## config.mk

```make
export PLATFORM = sky130hd
export DESIGN_NAME = adc_ctrl_seq
export DESIGN_NICKNAME = d
export VERILOG_FILES = /design/src/rtl/adc_ctrl_seq_pkg.sv /design/src/rtl/adc_tick_gen.sv /design/src/rtl/adc_ctrl_seq.sv
export SDC_FILE = /design/constraint.sdc
export NUM_CORES = 1
export LEC_CHECK = 0
export BUFFER_PORTS_ARGS = -buffer_cell sky130_fd_sc_hd__buf_2
export CAP_MARGIN = 5
export CORE_MARGIN = 1
export CORE_UTILIZATION = 50
export DETAILED_ROUTE_END_ITERATION = 10
export PLACE_DENSITY = 0.78
export REMOVE_ABC_BUFFERS = 1
export SYNTH_ARGS = -nofsm -noshare
export SYNTH_HDL_FRONTEND = slang
export SYNTH_SLANG_ARGS = --single-unit
```

## constraint.sdc

```tcl
create_clock -name CLK -period 1.82 [get_ports CLK]
set_clock_uncertainty 0.15 [all_clocks]
set_input_delay 0.091 -clock CLK [delete_from_list [all_inputs] [get_ports CLK]]
set_output_delay 0.091 -clock CLK [all_outputs]
set_load 0.02 [all_outputs]
```

## src/rtl/adc_ctrl_seq_pkg.sv

```systemverilog
// Shared definitions for the touch-panel ADC sequencer: state encoding,
// command bytes, frame tick landmarks and the registered pin bundle.
package adc_ctrl_seq_pkg;

  localparam int CNT_W = 7;

  localparam logic [7:0]       CMD_X       = 8'hD0;
  localparam logic [7:0]       CMD_Y       = 8'h90;
  localparam logic [CNT_W-1:0] CMD_TICKS   = 7'd16;
  localparam logic [CNT_W-1:0] Y_CMD_START = 7'd32;
  localparam logic [CNT_W-1:0] Y_CMD_END   = Y_CMD_START + CMD_TICKS;
  localparam logic [CNT_W-1:0] LAST_TICK   = 7'd73;

  typedef enum logic [1:0] {
    ST_IDLE = 2'd0,
    ST_CONV = 2'd1,
    ST_GAP  = 2'd2
  } seq_state_e;

  typedef struct packed {
    logic             cs_n;
    logic             dclk;
    logic             din;
    logic [CNT_W-1:0] count;
    logic             enable;
    logic             coord_valid;
  } pin_out_t;

  localparam pin_out_t PIN_IDLE = '{1'b1, 1'b0, 1'b0, 7'd0, 1'b0, 1'b0};

endpackage

```

## src/rtl/adc_tick_gen.sv

```systemverilog
// Tick divider: counts 0..DIV-1 and flags the last CLK of every tick.
// tick is registered; tick_nxt is its D input for callers that register a gated copy.
module adc_tick_gen #(
  parameter int DIV = 25
) (
  input  logic clk,
  input  logic rst_n,
  input  logic clear,
  output logic tick,
  output logic tick_nxt
);

  localparam int             DW   = $clog2(DIV);
  localparam logic [DW-1:0]  LAST = DW'(DIV - 1);
  localparam logic [DW-1:0]  PRE  = DW'(DIV - 2);

  logic [DW-1:0] cnt;

  // Strobe is decided one cycle early so it lands on the cnt==DIV-1 cycle.
  assign tick_nxt = !clear && (cnt == PRE);

  always_ff @(posedge clk) begin
    if (!rst_n) begin
      cnt  <= '0;
      tick <= 1'b0;
    end else begin
      tick <= tick_nxt;
      if (clear || cnt == LAST) cnt <= '0;
      else                      cnt <= cnt + 1'b1;
    end
  end

endmodule

```

## src/rtl/adc_ctrl_seq.sv

```systemverilog
// Touch ADC frame sequencer: CS_n/DCLK/DIN generation plus COUNT/ENABLE for capture.
// Optional ADC_CTRL_PENIRQ_EN gates frame start on a synchronized pen-down flag.
module adc_ctrl_seq
  import adc_ctrl_seq_pkg::*;
#(
  parameter int DIV       = 25,
  parameter int GAP_TICKS = 1000
) (
  input  logic             CLK,
  input  logic             RST_n,
  input  logic             RUN,
  input  logic             PENIRQ_n,
  output logic             ADC_CS_n,
  output logic             ADC_DCLK,
  output logic             ADC_DIN,
  output logic [CNT_W-1:0] COUNT,
  output logic             ENABLE,
  output logic             COORD_VALID
);

  localparam logic [15:0] GAP_LAST = 16'(GAP_TICKS - 1);

  seq_state_e       state, state_nxt;
  pin_out_t         pins, pins_nxt;
  logic [15:0]      gap_cnt, gap_cnt_nxt;
  logic [CNT_W-1:0] count_nxt;
  logic [2:0]       cmd_idx;
  logic             din_nxt;
  logic             tick, tick_nxt, div_clear, start;

`ifdef ADC_CTRL_PENIRQ_EN
  logic pen_s1, pen_s2;

  always_ff @(posedge CLK) begin
    if (!RST_n) begin
      pen_s1 <= 1'b1;
      pen_s2 <= 1'b1;
    end else begin
      pen_s1 <= PENIRQ_n;
      pen_s2 <= pen_s1;
    end
  end

  assign start = RUN && !pen_s2;
`else
  logic unused_penirq;
  assign unused_penirq = PENIRQ_n;
  assign start         = RUN;
`endif

  // Divider held at zero while idle so a frame always opens on a fresh tick.
  assign div_clear = (state == ST_IDLE);

  adc_tick_gen #(.DIV(DIV)) u_tick (
    .clk      (CLK),
    .rst_n    (RST_n),
    .clear    (div_clear),
    .tick     (tick),
    .tick_nxt (tick_nxt)
  );

  always_ff @(posedge CLK) begin
    if (!RST_n) begin
      state   <= ST_IDLE;
      pins    <= PIN_IDLE;
      gap_cnt <= '0;
    end else begin
      state   <= state_nxt;
      pins    <= pins_nxt;
      gap_cnt <= gap_cnt_nxt;
    end
  end

  always_comb begin
    state_nxt   = state;
    gap_cnt_nxt = gap_cnt;
    case (state)
      ST_IDLE: if (start) state_nxt = ST_CONV;
      ST_CONV: if (tick && pins.count == LAST_TICK) state_nxt = ST_GAP;
      ST_GAP: begin
        if (tick) begin
          if (gap_cnt == GAP_LAST) begin
            state_nxt   = ST_IDLE;
            gap_cnt_nxt = '0;
          end else begin
            gap_cnt_nxt = gap_cnt + 16'd1;
          end
        end
      end
      default: state_nxt = ST_IDLE;
    endcase
  end

  always_comb begin
    count_nxt = '0;
    if (state == ST_CONV && state_nxt == ST_CONV)
      count_nxt = tick ? pins.count + 7'd1 : pins.count;
  end

  // Y window starts on a multiple of 16, so both commands share one bit select.
  assign cmd_idx = ~count_nxt[3:1];

  always_comb begin
    din_nxt = 1'b0;
    if (count_nxt < CMD_TICKS)
      din_nxt = CMD_X[cmd_idx];
    else if (count_nxt >= Y_CMD_START && count_nxt < Y_CMD_END)
      din_nxt = CMD_Y[cmd_idx];
  end

  always_comb begin
    pins_nxt             = PIN_IDLE;
    pins_nxt.coord_valid = (state == ST_CONV) && (state_nxt == ST_GAP);
    if (state_nxt == ST_CONV) begin
      pins_nxt.cs_n   = 1'b0;
      pins_nxt.count  = count_nxt;
      pins_nxt.dclk   = count_nxt[0];
      pins_nxt.din    = din_nxt;
      pins_nxt.enable = tick_nxt;
    end
  end

  assign ADC_CS_n    = pins.cs_n;
  assign ADC_DCLK    = pins.dclk;
  assign ADC_DIN     = pins.din;
  assign COUNT       = pins.count;
  assign ENABLE      = pins.enable;
  assign COORD_VALID = pins.coord_valid;

endmodule

```

==> flow_summary.toml <==
[power_and_ir_drop]
power.density_nw_per_um2 = 581.7
p_leak_nw = 0.8493
totalPowerFinal_mw = 1.254
peakVddDrop_mv = 0.3972

[timing]
fmaxAchievable_mhz = 527.5
finalHoldViolations = 0
rsz0062_at_grt = "true"
setup_slack_ns = -0.07586
slew_headroom_pct = 72.31
finalSetupViolations = 1
fin_crit_ns = 1.896
worstMarginPinSlew_ns = 0.4116
finalCritPeriodShare_pct = 104.2
maxSlewViolCount = 0

[detailed_routing]
route.detailed.drc = 0
drtAntennaViolNets = 0
vias = 1506
wl_mm = 3.615
drtIter0Drc = 62
vias_per_cell = 5.359
avgRoutedWirePerCell_um = 12.86
first_pass_iters = 4

[cells_and_area]
fin_nets = 247
syn_to_final_growth_pct = 24.76
final_layout_size_suffix_gt1_share_pct = 31.22
final_area_um2 = 2156
final_cells = 281
seq_area_um2 = 705.7
fillers = 268
multi_input_area_um2 = 1026
antennaDiodeCount = 0

[critical_path]
r2r_start = "COUNT[1]"
cp.required_ns = 1.90
crit_path_start_kind = "flip-flop"
cp_slowest_cell = "dfxtp_2"
crit_type = "flip-flop to flip-flop"
startpoint = "COUNT[1]"
cp_cell_sequence = "inv_2, ha_4, and4bb_2, a21oi_4, nand2_2, buf_4, inv_1, ha_2, a21boi_2, nor4_2"
critPathArrivalTime_ns = 1.98
cp-end-kind = "flip-flop"
crit_path_max_incr_delay_ns = 0.35
crit_fanout = 3

[synthesis]
yosysTopAreaCell = "dfxtp_1"
synth_seq_cells = 35
avgSynthCellArea_um2 = 8.861
synthTopCellsByArea = "dfxtp_1 41%, ha_1 5.1%, nor2_1 4.8%, xnor2_1 4.1%, xor2_1 3.5%"
yosysWarnings = 0
syn_inst = 195
synth_top_area_share_pct = 40.55
syn-cell-area_um2 = 1728
ys_types = 45
synth_commonest_cells = "35 x dfxtp_1, 22 x nor2_1, 15 x nand2_1"
ys_async_sr_fraction_pct = 0
synth.most_common_cell = "dfxtp_1"
synth-edff-count = 0
synthFlopType = "dfxtp_1"
ys_seq_area_share_pct = 40.55

[run]
max_cap_viol_count = 0

[clock_network]
insertion_delay_ns = 0.35
clockRootBuffer = "clkbuf_4"
cts_inserted_buffers = 5
cts.sinks = 35
clk_pin_slew_ns = 0.10
cts_buffer_depth = 2
cts_tree = "built"
htreeDepth = 2

[floorplanning]
die_h_um = 60.79
start_util_pct = 54.80
ioPinCount = 16
fp.dieArea_um2 = 3695
core_area_um2 = 3153
die_w_um = 60.79
std_cell_rows = 20

[min_path]
hp-class = "flip-flop to flip-flop"
min-delay-start = "u_tick.cnt[0]"

[status]
violations = "negative setup slack"
outcome = "complete, but fails checks"

[place]
post-place-cells = 270
hpwl_mm = 2.599
gp_congestion = 0.8137
io_buffers = 14
place_ws_ns = -0.1144
placed_cell_area_um2 = 2001

[global_routing]
grt_pass1_vias = 1384
grt_pass1_wl_mm = 5.830
antenna_found_initial = 0
grt_max_degree = 11
grt_usage_pct = 21.99
overflow = 0
[report_power, final]
group	internal, mW	switching [mW]
sequential	0.772	0.00464
combinational	0.0276	0.0348
clock	0.150	0.265
[cells in the final DEF (no fill, tap or decap), types with 2 or more instances in the layout]
master / count
nand2_1: 13
nor3_1: 4
ha_1: 3
and3_1: 2
and2_1: 2
dfxtp_2: 4
ha_4: 2
dfxtp_1: 31
nand4_1: 6
o21ai_0: 5
clkbuf_4: 5
buf_2: 14
o31ai_1: 3
nand2b_1: 2
clkbuf_1: 2
nor4_1: 3
a21boi_0: 4
mux2i_1: 2
ha_2: 2
xnor2_1: 8
inv_1: 7
dlygate4sd3_1: 2
buf_4: 25
nand4b_1: 3
nand3_1: 9
nor2_1: 22
and3b_1: 4
or4_1: 2
xor2_1: 7
a21oi_1: 8
nand2_2: 2
or3_2: 2
[timing repair]
action | 4_1_cts | 5_1_grt
hold buffers | 2 | 0
pin swaps | 0 | 3
setup buffers | 0 | 1
gates resized for setup | 6 | 17
endpoints found under the hold margin | 9 | 0
gates cloned | 0 | 0
endpoints found under the setup margin | 1 | 14
[layout make-up]
| type | count | share of cell area [%] |
|---|---|---|
| inverters | 8 | 1.393 |
| clock buffers | 7 | 2.089 |
| repair buffers | 42 | 13.41 |
| multi-input cells | 144 | 47.59 |
| clock inverters | 1 | 0.2322 |
| well taps | 44 | 2.554 |
| flip-flops and latches | 35 | 32.73 |
[state kept, by name (all words and copies together) (netlist names)]
signal	flops
ADC_DIN	1
COUNT	7
ADC_CS_n	1
u_tick.cnt	5
ENABLE	1
gap_cnt	16
COORD_VALID	1
u_tick.tick	1
state	2
[kinds of logic after synthesis]
group	synth area share, %
and+or+nand+nor	30.12
muxes	1.810
DFF	40.55
adders and majority gates	5.069
xor gates and xnor gates	7.603
buffers and inverters	4.055
AOI/OAI and AO/OA	10.79
[worst max-delay path, delay by kind of cell (launching register included)]
| kind | cells | cell delay, ns |
|---|---|---|
| simple gates | 3 | 0.40 |
| compound gates | 2 | 0.36 |
| flops | 1 | 0.35 |
| fa+ha+maj | 2 | 0.29 |
| buf+inv | 3 | 0.25 |
[layer usage]
layer / share of wire (%) / GRT usage, %
met5: 0 / 0
met4: 1.7 / 9.740
met3: 3.0 / 7.676
met2: 49 / 38.15
met1: 46 / 24.25
[final timing paths]
check / endpoint / slack [ns] / cells after the start
max: ADC_DIN / -0.08 / 10
max reg2reg: ADC_DIN / -0.08 / 10
min: u_tick.cnt[0] / 0.32 / 1
min reg2reg: u_tick.cnt[0] / 0.32 / 1
[through the flow]
step,hold WS [ns],setup TNS [ns],utilization [%]
after floorplan,0.06271,-1.600,-
after global placement,0.2696,-0.07917,63.45
after detailed placement,0.2724,-0.1144,63.45
after CTS,0.3274,-0.02777,66.23
after global routing,0.3393,-0.1601,68.37
final,0.3202,-0.07586,68.37
Note: power is estimated with default switching activity, not from simulation.
